==> src/rtl/mem_access_unit_pkg.sv <==
// Shared types and constants for the load/store access unit.
// Holds the access-size and FSM state encodings plus the helpers that map a size to its masks.
package mem_access_unit_pkg;

    typedef enum logic [1:0] {
        SZ_DWORD = 2'b00,
        SZ_WORD  = 2'b01,
        SZ_HALF  = 2'b10,
        SZ_BYTE  = 2'b11
    } sizeE;

    typedef enum logic [2:0] {
        ST_IDLE    = 3'd0,
        ST_READ    = 3'd1,
        ST_CAPTURE = 3'd2,
        ST_WRITE   = 3'd3,
        ST_DONE    = 3'd4,
        ST_ERR     = 3'd5
    } stateE;

    localparam logic [2:0] ALIGN_MASK_DWORD = 3'b111;
    localparam logic [2:0] ALIGN_MASK_WORD  = 3'b011;
    localparam logic [2:0] ALIGN_MASK_HALF  = 3'b001;
    localparam logic [2:0] ALIGN_MASK_BYTE  = 3'b000;

    // Address bits that must be zero for an access of the given size.
    function automatic logic [2:0] alignMask(sizeE size);
        case (size)
            SZ_WORD: return ALIGN_MASK_WORD;
            SZ_HALF: return ALIGN_MASK_HALF;
            SZ_BYTE: return ALIGN_MASK_BYTE;
            default: return ALIGN_MASK_DWORD;
        endcase
    endfunction

    function automatic logic [63:0] laneMask(sizeE size);
        case (size)
            SZ_WORD: return 64'h0000_0000_FFFF_FFFF;
            SZ_HALF: return 64'h0000_0000_0000_FFFF;
            SZ_BYTE: return 64'h0000_0000_0000_00FF;
            default: return 64'hFFFF_FFFF_FFFF_FFFF;
        endcase
    endfunction

endpackage

==> src/rtl/mem_access_unit_if.sv <==
// Bundle of the control-unit request/response signals and the data-memory port.
// The slave modport is the access unit's view; master is the control unit plus memory.
interface mem_access_unit_if;

    logic        req;
    logic        we;
    logic [1:0]  tam;
    logic        uns;
    logic [63:0] addr;
    logic [63:0] wdata;
    logic [63:0] rdata;
    logic        done;
    logic        busy;
    logic        misaligned;
    logic [63:0] mem_addr;
    logic        mem_wr;
    logic [63:0] mem_wdata;
    logic [63:0] mem_rdata;

    modport slave (
        input  req, we, tam, uns, addr, wdata, mem_rdata,
        output rdata, done, busy, misaligned, mem_addr, mem_wr, mem_wdata
    );

    modport master (
        output req, we, tam, uns, addr, wdata, mem_rdata,
        input  rdata, done, busy, misaligned, mem_addr, mem_wr, mem_wdata
    );

endinterface

==> src/rtl/mem_access_unit_lane_align.sv <==
// Byte-lane steering between a 64-bit memory doubleword and a sub-doubleword access.
// Produces both the extended load value and the read-modify-write store doubleword.
module lane_align
    import mem_access_unit_pkg::*;
(
    input  logic [63:0] i_memRdata,
    input  logic [63:0] i_wdata,
    input  logic [2:0]  i_offset,
    input  sizeE        i_size,
    input  logic        i_uns,
    output logic [63:0] o_loadData,
    output logic [63:0] o_storeData
);

    logic [5:0]  w_shift;
    logic [63:0] w_shifted;
    logic [63:0] w_laneMask;
    logic        w_fill;

    assign w_shift     = {i_offset, 3'b000};
    assign w_shifted   = i_memRdata >> w_shift;
    assign w_laneMask  = laneMask(i_size) << w_shift;
    assign o_storeData = (i_memRdata & ~w_laneMask) | ((i_wdata << w_shift) & w_laneMask);

    // Doubleword accesses are always aligned, so the shifted value is the raw word.
    always_comb begin
        o_loadData = w_shifted;
        w_fill     = 1'b0;
        case (i_size)
            SZ_BYTE: begin
                w_fill     = ~i_uns & w_shifted[7];
                o_loadData = {{56{w_fill}}, w_shifted[7:0]};
            end
            SZ_HALF: begin
                w_fill     = ~i_uns & w_shifted[15];
                o_loadData = {{48{w_fill}}, w_shifted[15:0]};
            end
            SZ_WORD: begin
                w_fill     = ~i_uns & w_shifted[31];
                o_loadData = {{32{w_fill}}, w_shifted[31:0]};
            end
            default: o_loadData = w_shifted;
        endcase
    end

endmodule

==> src/rtl/mem_access_unit.sv <==
// Multi-cycle load/store unit between the control unit and a doubleword-wide data memory.
// Sub-doubleword stores are read-modify-write; misaligned requests complete at once with an error.
module mem_access_unit
    import mem_access_unit_pkg::*;
(
    input  logic              clk,
    input  logic              Reset,
    mem_access_unit_if.slave  bus
);

    localparam logic [2:0] S_IDLE    = ST_IDLE;
    localparam logic [2:0] S_READ    = ST_READ;
    localparam logic [2:0] S_CAPTURE = ST_CAPTURE;
    localparam logic [2:0] S_WRITE   = ST_WRITE;
    localparam logic [2:0] S_DONE    = ST_DONE;
    localparam logic [2:0] S_ERR     = ST_ERR;

    logic [2:0]  r_state;
    logic        r_we;
    sizeE        r_size;
    logic        r_uns;
    logic [63:0] r_addr;
    logic [63:0] r_wdata;
    logic [63:0] r_rdata;
    logic [63:0] r_memWdata;

    sizeE        w_size;
    logic        w_misaligned;
    logic        w_fullStore;
    logic [63:0] w_loadData;
    logic [63:0] w_storeData;

    assign w_size       = sizeE'(bus.tam);
    assign w_misaligned = |(bus.addr[2:0] & alignMask(w_size));
    assign w_fullStore  = bus.we && (w_size == SZ_DWORD);

    lane_align u_laneAlign (
        .i_memRdata  (bus.mem_rdata),
        .i_wdata     (r_wdata),
        .i_offset    (r_addr[2:0]),
        .i_size      (r_size),
        .i_uns       (r_uns),
        .o_loadData  (w_loadData),
        .o_storeData (w_storeData)
    );

    // Requests are only sampled in IDLE; everything the access needs is captured on that edge.
    always_ff @(posedge clk or posedge Reset) begin
        if (Reset) begin
            r_state    <= S_IDLE;
            r_we       <= 1'b0;
            r_size     <= SZ_DWORD;
            r_uns      <= 1'b0;
            r_addr     <= '0;
            r_wdata    <= '0;
            r_rdata    <= '0;
            r_memWdata <= '0;
        end else begin
            case (r_state)
                S_IDLE: begin
                    if (bus.req) begin
                        r_we    <= bus.we;
                        r_size  <= w_size;
                        r_uns   <= bus.uns;
                        r_addr  <= bus.addr;
                        r_wdata <= bus.wdata;
                        if (w_misaligned) begin
                            r_state <= S_ERR;
                        end else if (w_fullStore) begin
                            r_memWdata <= bus.wdata;
                            r_state    <= S_WRITE;
                        end else begin
                            r_state <= S_READ;
                        end
                    end
                end
                S_READ: r_state <= S_CAPTURE;
                S_CAPTURE: begin
                    if (r_we) begin
                        r_memWdata <= w_storeData;
                        r_state    <= S_WRITE;
                    end else begin
                        r_rdata <= w_loadData;
                        r_state <= S_DONE;
                    end
                end
                S_WRITE: r_state <= S_DONE;
                S_DONE:  r_state <= S_IDLE;
                S_ERR:   r_state <= S_IDLE;
                default: r_state <= S_IDLE;
            endcase
        end
    end

    assign bus.busy       = (r_state != S_IDLE);
    assign bus.done       = (r_state == S_DONE) || (r_state == S_ERR);
    assign bus.misaligned = (r_state == S_ERR);
    assign bus.mem_wr     = (r_state == S_WRITE);
    assign bus.mem_addr   = {r_addr[63:3], 3'b000};
    assign bus.mem_wdata  = r_memWdata;
    assign bus.rdata      = r_rdata;

endmodule

==> src/flat_wrapper.sv <==
// flat-port wrapper written by rule: the top's interface ports become plain ports
module mem_access_unit_flat import mem_access_unit_pkg::*;
  (clk, Reset, bus_req, bus_we, bus_tam, bus_uns, bus_addr, bus_wdata, bus_mem_rdata, bus_rdata, bus_done, bus_busy, bus_misaligned, bus_mem_addr, bus_mem_wr, bus_mem_wdata);
  mem_access_unit_if bus_i ();
  input  logic clk;
  input  logic Reset;
  input wire logic [$bits(bus_i.req)-1:0] bus_req;
  input wire logic [$bits(bus_i.we)-1:0] bus_we;
  input wire logic [$bits(bus_i.tam)-1:0] bus_tam;
  input wire logic [$bits(bus_i.uns)-1:0] bus_uns;
  input wire logic [$bits(bus_i.addr)-1:0] bus_addr;
  input wire logic [$bits(bus_i.wdata)-1:0] bus_wdata;
  input wire logic [$bits(bus_i.mem_rdata)-1:0] bus_mem_rdata;
  output wire logic [$bits(bus_i.rdata)-1:0] bus_rdata;
  output wire logic [$bits(bus_i.done)-1:0] bus_done;
  output wire logic [$bits(bus_i.busy)-1:0] bus_busy;
  output wire logic [$bits(bus_i.misaligned)-1:0] bus_misaligned;
  output wire logic [$bits(bus_i.mem_addr)-1:0] bus_mem_addr;
  output wire logic [$bits(bus_i.mem_wr)-1:0] bus_mem_wr;
  output wire logic [$bits(bus_i.mem_wdata)-1:0] bus_mem_wdata;
  assign bus_i.req = bus_req;
  assign bus_i.we = bus_we;
  assign bus_i.tam = bus_tam;
  assign bus_i.uns = bus_uns;
  assign bus_i.addr = bus_addr;
  assign bus_i.wdata = bus_wdata;
  assign bus_i.mem_rdata = bus_mem_rdata;
  assign bus_rdata = bus_i.rdata;
  assign bus_done = bus_i.done;
  assign bus_busy = bus_i.busy;
  assign bus_misaligned = bus_i.misaligned;
  assign bus_mem_addr = bus_i.mem_addr;
  assign bus_mem_wr = bus_i.mem_wr;
  assign bus_mem_wdata = bus_i.mem_wdata;
  mem_access_unit u_core (.clk(clk), .Reset(Reset), .bus(bus_i));
endmodule
==> config.mk <==
export PLATFORM = sky130hd
export DESIGN_NAME = mem_access_unit_flat
export DESIGN_NICKNAME = d
export VERILOG_FILES = /design/src/rtl/mem_access_unit_pkg.sv /design/src/rtl/mem_access_unit_if.sv /design/src/rtl/mem_access_unit_lane_align.sv /design/src/rtl/mem_access_unit.sv /design/src/flat_wrapper.sv
export SDC_FILE = /design/constraint.sdc
export NUM_CORES = 1
export LEC_CHECK = 0
export BUFFER_PORTS_ARGS = -buffer_cell sky130_fd_sc_hd__buf_2
export CORE_MARGIN = 10
export CORE_UTILIZATION = 36
export CTS_CLUSTER_SIZE = 25
export DETAILED_ROUTE_END_ITERATION = 16
export PLACE_DENSITY = 0.59
export SETUP_SLACK_MARGIN = 0.3
export SKIP_CTS_REPAIR_TIMING = 1
export SYNTH_ARGS = -nofsm -noshare
export SYNTH_HDL_FRONTEND = slang
export SYNTH_HIERARCHICAL = 1
export SYNTH_SLANG_ARGS = --single-unit
==> constraint.sdc <==
create_clock -name clk -period 16.6 [get_ports clk]
set_input_delay 1.66 -clock clk [delete_from_list [all_inputs] [get_ports clk]]
set_output_delay 1.66 -clock clk [all_outputs]
set_load 0.02 [all_outputs]
-- Word-level counts from Yosys, hierarchy flattened
Cells that the tools add are included.
- register bits after elaboration: 263
- input port bits: 199
- logic and storage cells: 59
- equality and inequality tests: 15
- shift operators: 3
- muxes and demuxes: 13
- bitwise operators: 10
- reduce and logical (&&, ||, !) cells: 10
- operator list (operator ; number):
    $pmux 64 s3 ; 2
    $mux 64 ; 4
    $and 64x64->64 ; 2
    $pmux 64 s2 ; 1
    $shl 64x6->64 ; 2
    $not 64->64 ; 1
    $or 64x64->64 ; 1
    $shr 64x6->64 ; 1
    $pmux 3 s4 ; 1
    $mux 3 ; 3
    $pmux 3 s3 ; 1
    $eq 2x2->1 const B ; 4
    $eq 3x2->1 const B ; 2
    $eq 3x3->1 const B ; 2
    $reduce_and 5->1 ; 1
    $eq 2x1->1 const B ; 2
    $ne 2x1->1 const B ; 2
    $ne 2x2->1 const B ; 2
    $reduce_and 2->1 ; 2
    $and 1x1->1 ; 3
    $and 3x3->3 ; 1
    $eq 3x1->1 const B ; 1
    $logic_not 3->1 ; 1
    $reduce_bool 3->1 ; 1
    7 further kinds ; 8

-- Depth between registers and ports, before layout
- depth in word-level cells: 8
- gate-level depth with buffers: 11
- gate-level depth less buffers: 6

-- Hierarchy
The synthesis kept the hierarchy.
- by module, submodules not included (module ; instances ; cells each ; area an instance (sq um) ; sequential area each (sq um)):
    mem_access_unit ; 1 ; 716 ; 11081.9 ; 6581.3
    lane_align ; 1 ; 528 ; 4839.6 ; 0.0

-- Least setup slack after synthesis
OpenSTA, ideal clock, no wires.
- path kind: input to register
- start point: in bus_mem_rdata[7]
- end point: reg u_core.r_rdata[16] (netlist: u_core/bus.rdata[16])
- library setup time: 125 ps
- arrival time: 3175 ps
- required time: 16475 ps
- path slack: 13300 ps
- stages: 7
- cell sequence: nor2b_1 -> a2111oi_0 -> or4b_1 -> buf_2 -> clkbuf_1 -> o211ai_1 -> mux2_2
- longest elaborated chain between the ends: 3
- ends and longest elaborated chain (item ; line ; source):
    start: declaration ; flat_wrapper.sv:13 ; input wire logic [$bits(bus_i.mem_rdata)-1:0] bus_mem_rdata;
    $shr 64x6->64 * ; mem_access_unit_lane_align.sv:21 ; assign w_shifted = i_memRdata >> w_shift;
    $and 1x1->1, on equally long branches ; mem_access_unit_lane_align.sv:35, mem_access_unit_lane_align.sv:31 ;
    $pmux 64 s3 * ; mem_access_unit_lane_align.sv:29 ; case (i_size)
    net u_core.w_loadData[16] ; mem_access_unit.sv:30 ; logic [63:0] w_loadData;
    end signal: assignment ; mem_access_unit.sv:83 ; r_rdata <= w_loadData;
    end: declaration ; mem_access_unit.sv:24 ; logic [63:0] r_rdata;
The timed path passes the listed nets; every way through them passes the cells marked *.
A chain may end at the register's enable or synchronous reset.

-- Final worst setup path
- start point: reg u_core.r_addr[0]
- end point: reg u_core.r_rdata[17] (netlist: u_core/bus.rdata[17])
- longest elaborated chain between the ends: 3
- ends and longest elaborated chain (item ; line ; source):
    start: declaration ; mem_access_unit.sv:22 ; logic [63:0] r_addr;
    start signal: assignment ; mem_access_unit.sv:65 ; r_addr <= bus.addr;
    $shr 64x6->64 * ; mem_access_unit_lane_align.sv:21 ;
    $and 1x1->1, on equally long branches ; mem_access_unit_lane_align.sv:35, mem_access_unit_lane_align.sv:31 ;
    $pmux 64 s3 * ; mem_access_unit_lane_align.sv:29 ;
    net u_core.w_loadData[17] ; mem_access_unit.sv:30 ;
Marked as above.

==> run summary <==
Die Ht = 230.3 um
Comb power frac = 0.544
register area = 6589 sq um
row count = 76
Worst Path Buf+Inv = 2
crit-path max FO = 66
Root Buffer Master = clkbuf_16
H-tree levels = 1
Hold Vio Cnt, Final = 0
Slew Viols, Final = 0
yosys warns = 6
Max Freq = 0.2479 GHz
Vias = 11880
Via density = 5.558
Crit Path Class = reg2reg
CTS tree = built
Synth Register Bits = 263
largest cells by area after synthesis = dfrtp_1 (41%), mux2_2 (26%), mux4_2 (11%), buf_4 (3.3%), mux2i_1 (2.6%)
Hold Slack = 477.5 ps
final period utilization = 0.2430
mux cell area share after synthesis = 0.4042
Worst IR Drop VDD = 104.7 uV
Fill cells = 4120
area of the mapped netlist = 15920 sq um
Sw Ratio = 0.4266
clock slew at reported path FFs = 60 ps
cell count of the worst hold path = 1
DP HPWL = 43.81 mm
first-pass GRT wire length = 83.66 mm
core area = 43360 sq um
global route overflow = 0
maxcap violations = 0
CP top delay family = buffers and inverters
initial detailed-routing violation count = 1071
Clk Latency, worst-skew pair = 590 ps
status = finished, final reports clean
PD cells = 228.7 nW/um^2
Detailed Route WL = 57.47 mm
Post-Layout Cell Count = 2138
Synth top area share = 0.4134
r2r setup slk = 12570 ps
post-layout minimum cycle time = 4034 ps
Clock Tree Buf Depth = 3
die area = 53040 sq um
Placed Cells = 2073
Async SR Flop Fraction = 1.000
Worst Hold Class = reg2reg
largest net degree at the start of global routing = 123
Compound-Gate Fraction of Synth Area = 0.04699
Post-Synth Adder-Cell Area = 0
Wirelength per Cell = 26.88 um
count of input and output buffers = 391
clk_skew = 24.51 ps
Clock power frac = 0.161
starting density of the core = 0.3672
Worst Setup End Kind = register
placed cell areas = 17800 sq um
internal cell power = 0.002474 W
Flop pwr share = 0.295
Die W = 230.3 um
Critical R2R Capture = u_core/bus.rdata[17]$_DFFE_PP0P_
layout cells sized above 1 = 0.6078
Global Route Usage Sum = 0.2084
area of the multi-input gates = 8358 sq um
Placer Congestion = 0.9178
Post-Synth XOR/XNOR Area = 0
Avg Cell Area, Syn = 12.80 sq um
fin nets = 1720
# IOs = 395
top post-synthesis cells by count = mux2_2 (367), dfrtp_1 (263), nand2_1 (109)
Seq/Total Area, Yosys = 0.4134
leakage = 8.421 nW
Rel. slew slack = 0.2371
Arr. time, crit path = 4550 ps
total power = 0.004314 W
EDFF count, synth = 0
Synth area leader = dfrtp_1
most frequent cell after synthesis = mux2_2
CP max stage delay = 1100 ps
Worst EP required = 17110 ps
reg2reg start = u_core/r_addr[0]$_DFFE_PP0P_
hold endpoint = u_core/bus.mem_wdata[62]$_DFFE_PP0P_
Unique masters post-synth = 56
most used cell, CP = buf_4
CP max stage cell = dfrtp_4
drt pass-1 iters = 5
area grow syn2layout = 18.47%
RSZ-0062 raised after global routing = false
Synth Flop Type = dfrtp_1
Final Setup Violations = 0
main combinational cell family by area after synthesis = multiplexers
TNS Setup = 0 ps
CTS buffer count = 31
Post-DRT Antenna Nets = 0
Critical Path Source Type = register
Synth Area in Simple Gates = 0.07104
cells after synthesis = 1244
cells on worst reg2reg path = 7
drc violations = 0
initial antenna violation count = 14
worst slew pin tran = 1139 ps
critical path cell sequence = buf_4 -> nand2b_1 -> a2bb2o_1 -> or4b_2 -> buf_4 -> o211ai_1 -> mux2_2
Net Switching = 0.001840 W
worst hold path startpoint = u_core/bus.mem_wdata[62]$_DFFE_PP0P_
Final Cell Area = 18860 sq um
Clock Sinks = 263
number of global-route vias before repair = 12380
[flip-flops by register name, indices dropped and copies added, names as in the netlist]
name                  flops
u_core/bus.mem_wdata     64
u_core/bus.rdata         64
u_core/r_addr            64
u_core/r_wdata           64
u_core/r_state            3
u_core/r_size             2
u_core/r_uns              1
u_core/r_we               1
[layer usage]
metal | up-vias | global-route usage | part of all wire
met1 | 6069 | 0.2530 | 0.39
li1 | 5152 | - | -
met4 | 12 | 0.05653 | 0.025
met5 | - | 0 | 0.0014
met2 | 561 | 0.3551 | 0.50
met3 | 90 | 0.05959 | 0.088
[power groups by stage]
| stage | registers (W) | logic, W | clock network (W) |
|---|---|---|---|
| after floorplan | 0.00129 | 0.00171 | 0 |
| after global placement | 0.00126 | 0.00232 | 0 |
| after detailed placement | 0.00128 | 0.00234 | 0 |
| after CTS | 0.00127 | 0.00235 | 0.000714 |
| after global routing | 0.00132 | 0.00249 | 0.000739 |
| final | 0.00127 | 0.00235 | 0.000695 |
[worst max path at each step]
stage                                 startpoint                             endpoint  depth (start not counted)
finish              u_core/r_addr[0]$_DFFE_PP0P_     u_core/bus.rdata[17]$_DFFE_PP0P_                          7
global placement                         bus_req        u_core/r_wdata[2]$_DFFE_PP0P_                          5
floorplan                                  Reset  u_core/bus.mem_wdata[0]$_DFFE_PP0P_                          1
detailed placement                       bus_req       u_core/r_wdata[61]$_DFFE_PP0P_                          5
global route        u_core/r_addr[0]$_DFFE_PP0P_     u_core/bus.rdata[15]$_DFFE_PP0P_                          7
CTS                 u_core/r_addr[0]$_DFFE_PP0P_     u_core/bus.rdata[17]$_DFFE_PP0P_                          7
[cells by family (layout without fill, tap and decap cells)]
group / count (synthesis) / after routing
multiplexers: 500 / 500
flip-flops: 263 / 263
AND/OR/NAND/NOR: 201 / 201
buffers and inverters: 174 / 473
AO/OA/AOI/OAI: 105 / 105
other: 1 / 11
[metrics by stage]
stage / setup WS (ps) / utilization
finish: 12570 / 0.4350
global route: 12300 / 0.4346
CTS: 12570 / 0.4345
detailed placement: 12460 / 0.4105
global placement: 12480 / 0.4105
floorplan: 7700 / -
[placed cells by master (no fill, tap or decap), types with 2 or more instances in the layout]
cell type,Yosys,layout
a21o_1,2,2
a21oi_1,4,4
a22o_1,2,2
a22oi_1,14,14
and2_1,3,2
buf_2,64,391
buf_4,69,17
bufinv_16,0,3
clkbuf_1,21,7
clkbuf_16,0,31
clkbuf_8,0,7
clkinv_2,0,7
conb_1,1,3
dfrtp_1,263,261
dfrtp_4,0,2
diode_2,0,8
inv_1,7,6
mux2_1,16,16
mux2_2,367,367
mux2i_1,41,41
mux4_2,76,76
nand2_1,109,109
nand2b_1,9,9
nand3_1,9,9
nand4_1,20,20
nand4_2,20,20
nor2_1,6,6
nor2b_1,5,5
nor3_1,4,4
nor3b_2,1,2
nor4_1,3,3
o211ai_1,26,26
o21ai_0,29,29
o2bb2ai_1,13,13
or3b_2,2,2
[area by class of cell]
cell class / instances / share of cell area
Tap cell: 585 / 0.03881
Clock buffer: 45 / 0.04763
Antenna cell: 8 / 0.001061
Clock inverter: 12 / 0.007562
Inverter: 8 / 0.001990
Sequential cell: 263 / 0.3493
Multi-Input combinational cell: 809 / 0.4431
Timing Repair Buffer: 408 / 0.1105
Power figures use the tool's default switching activity.
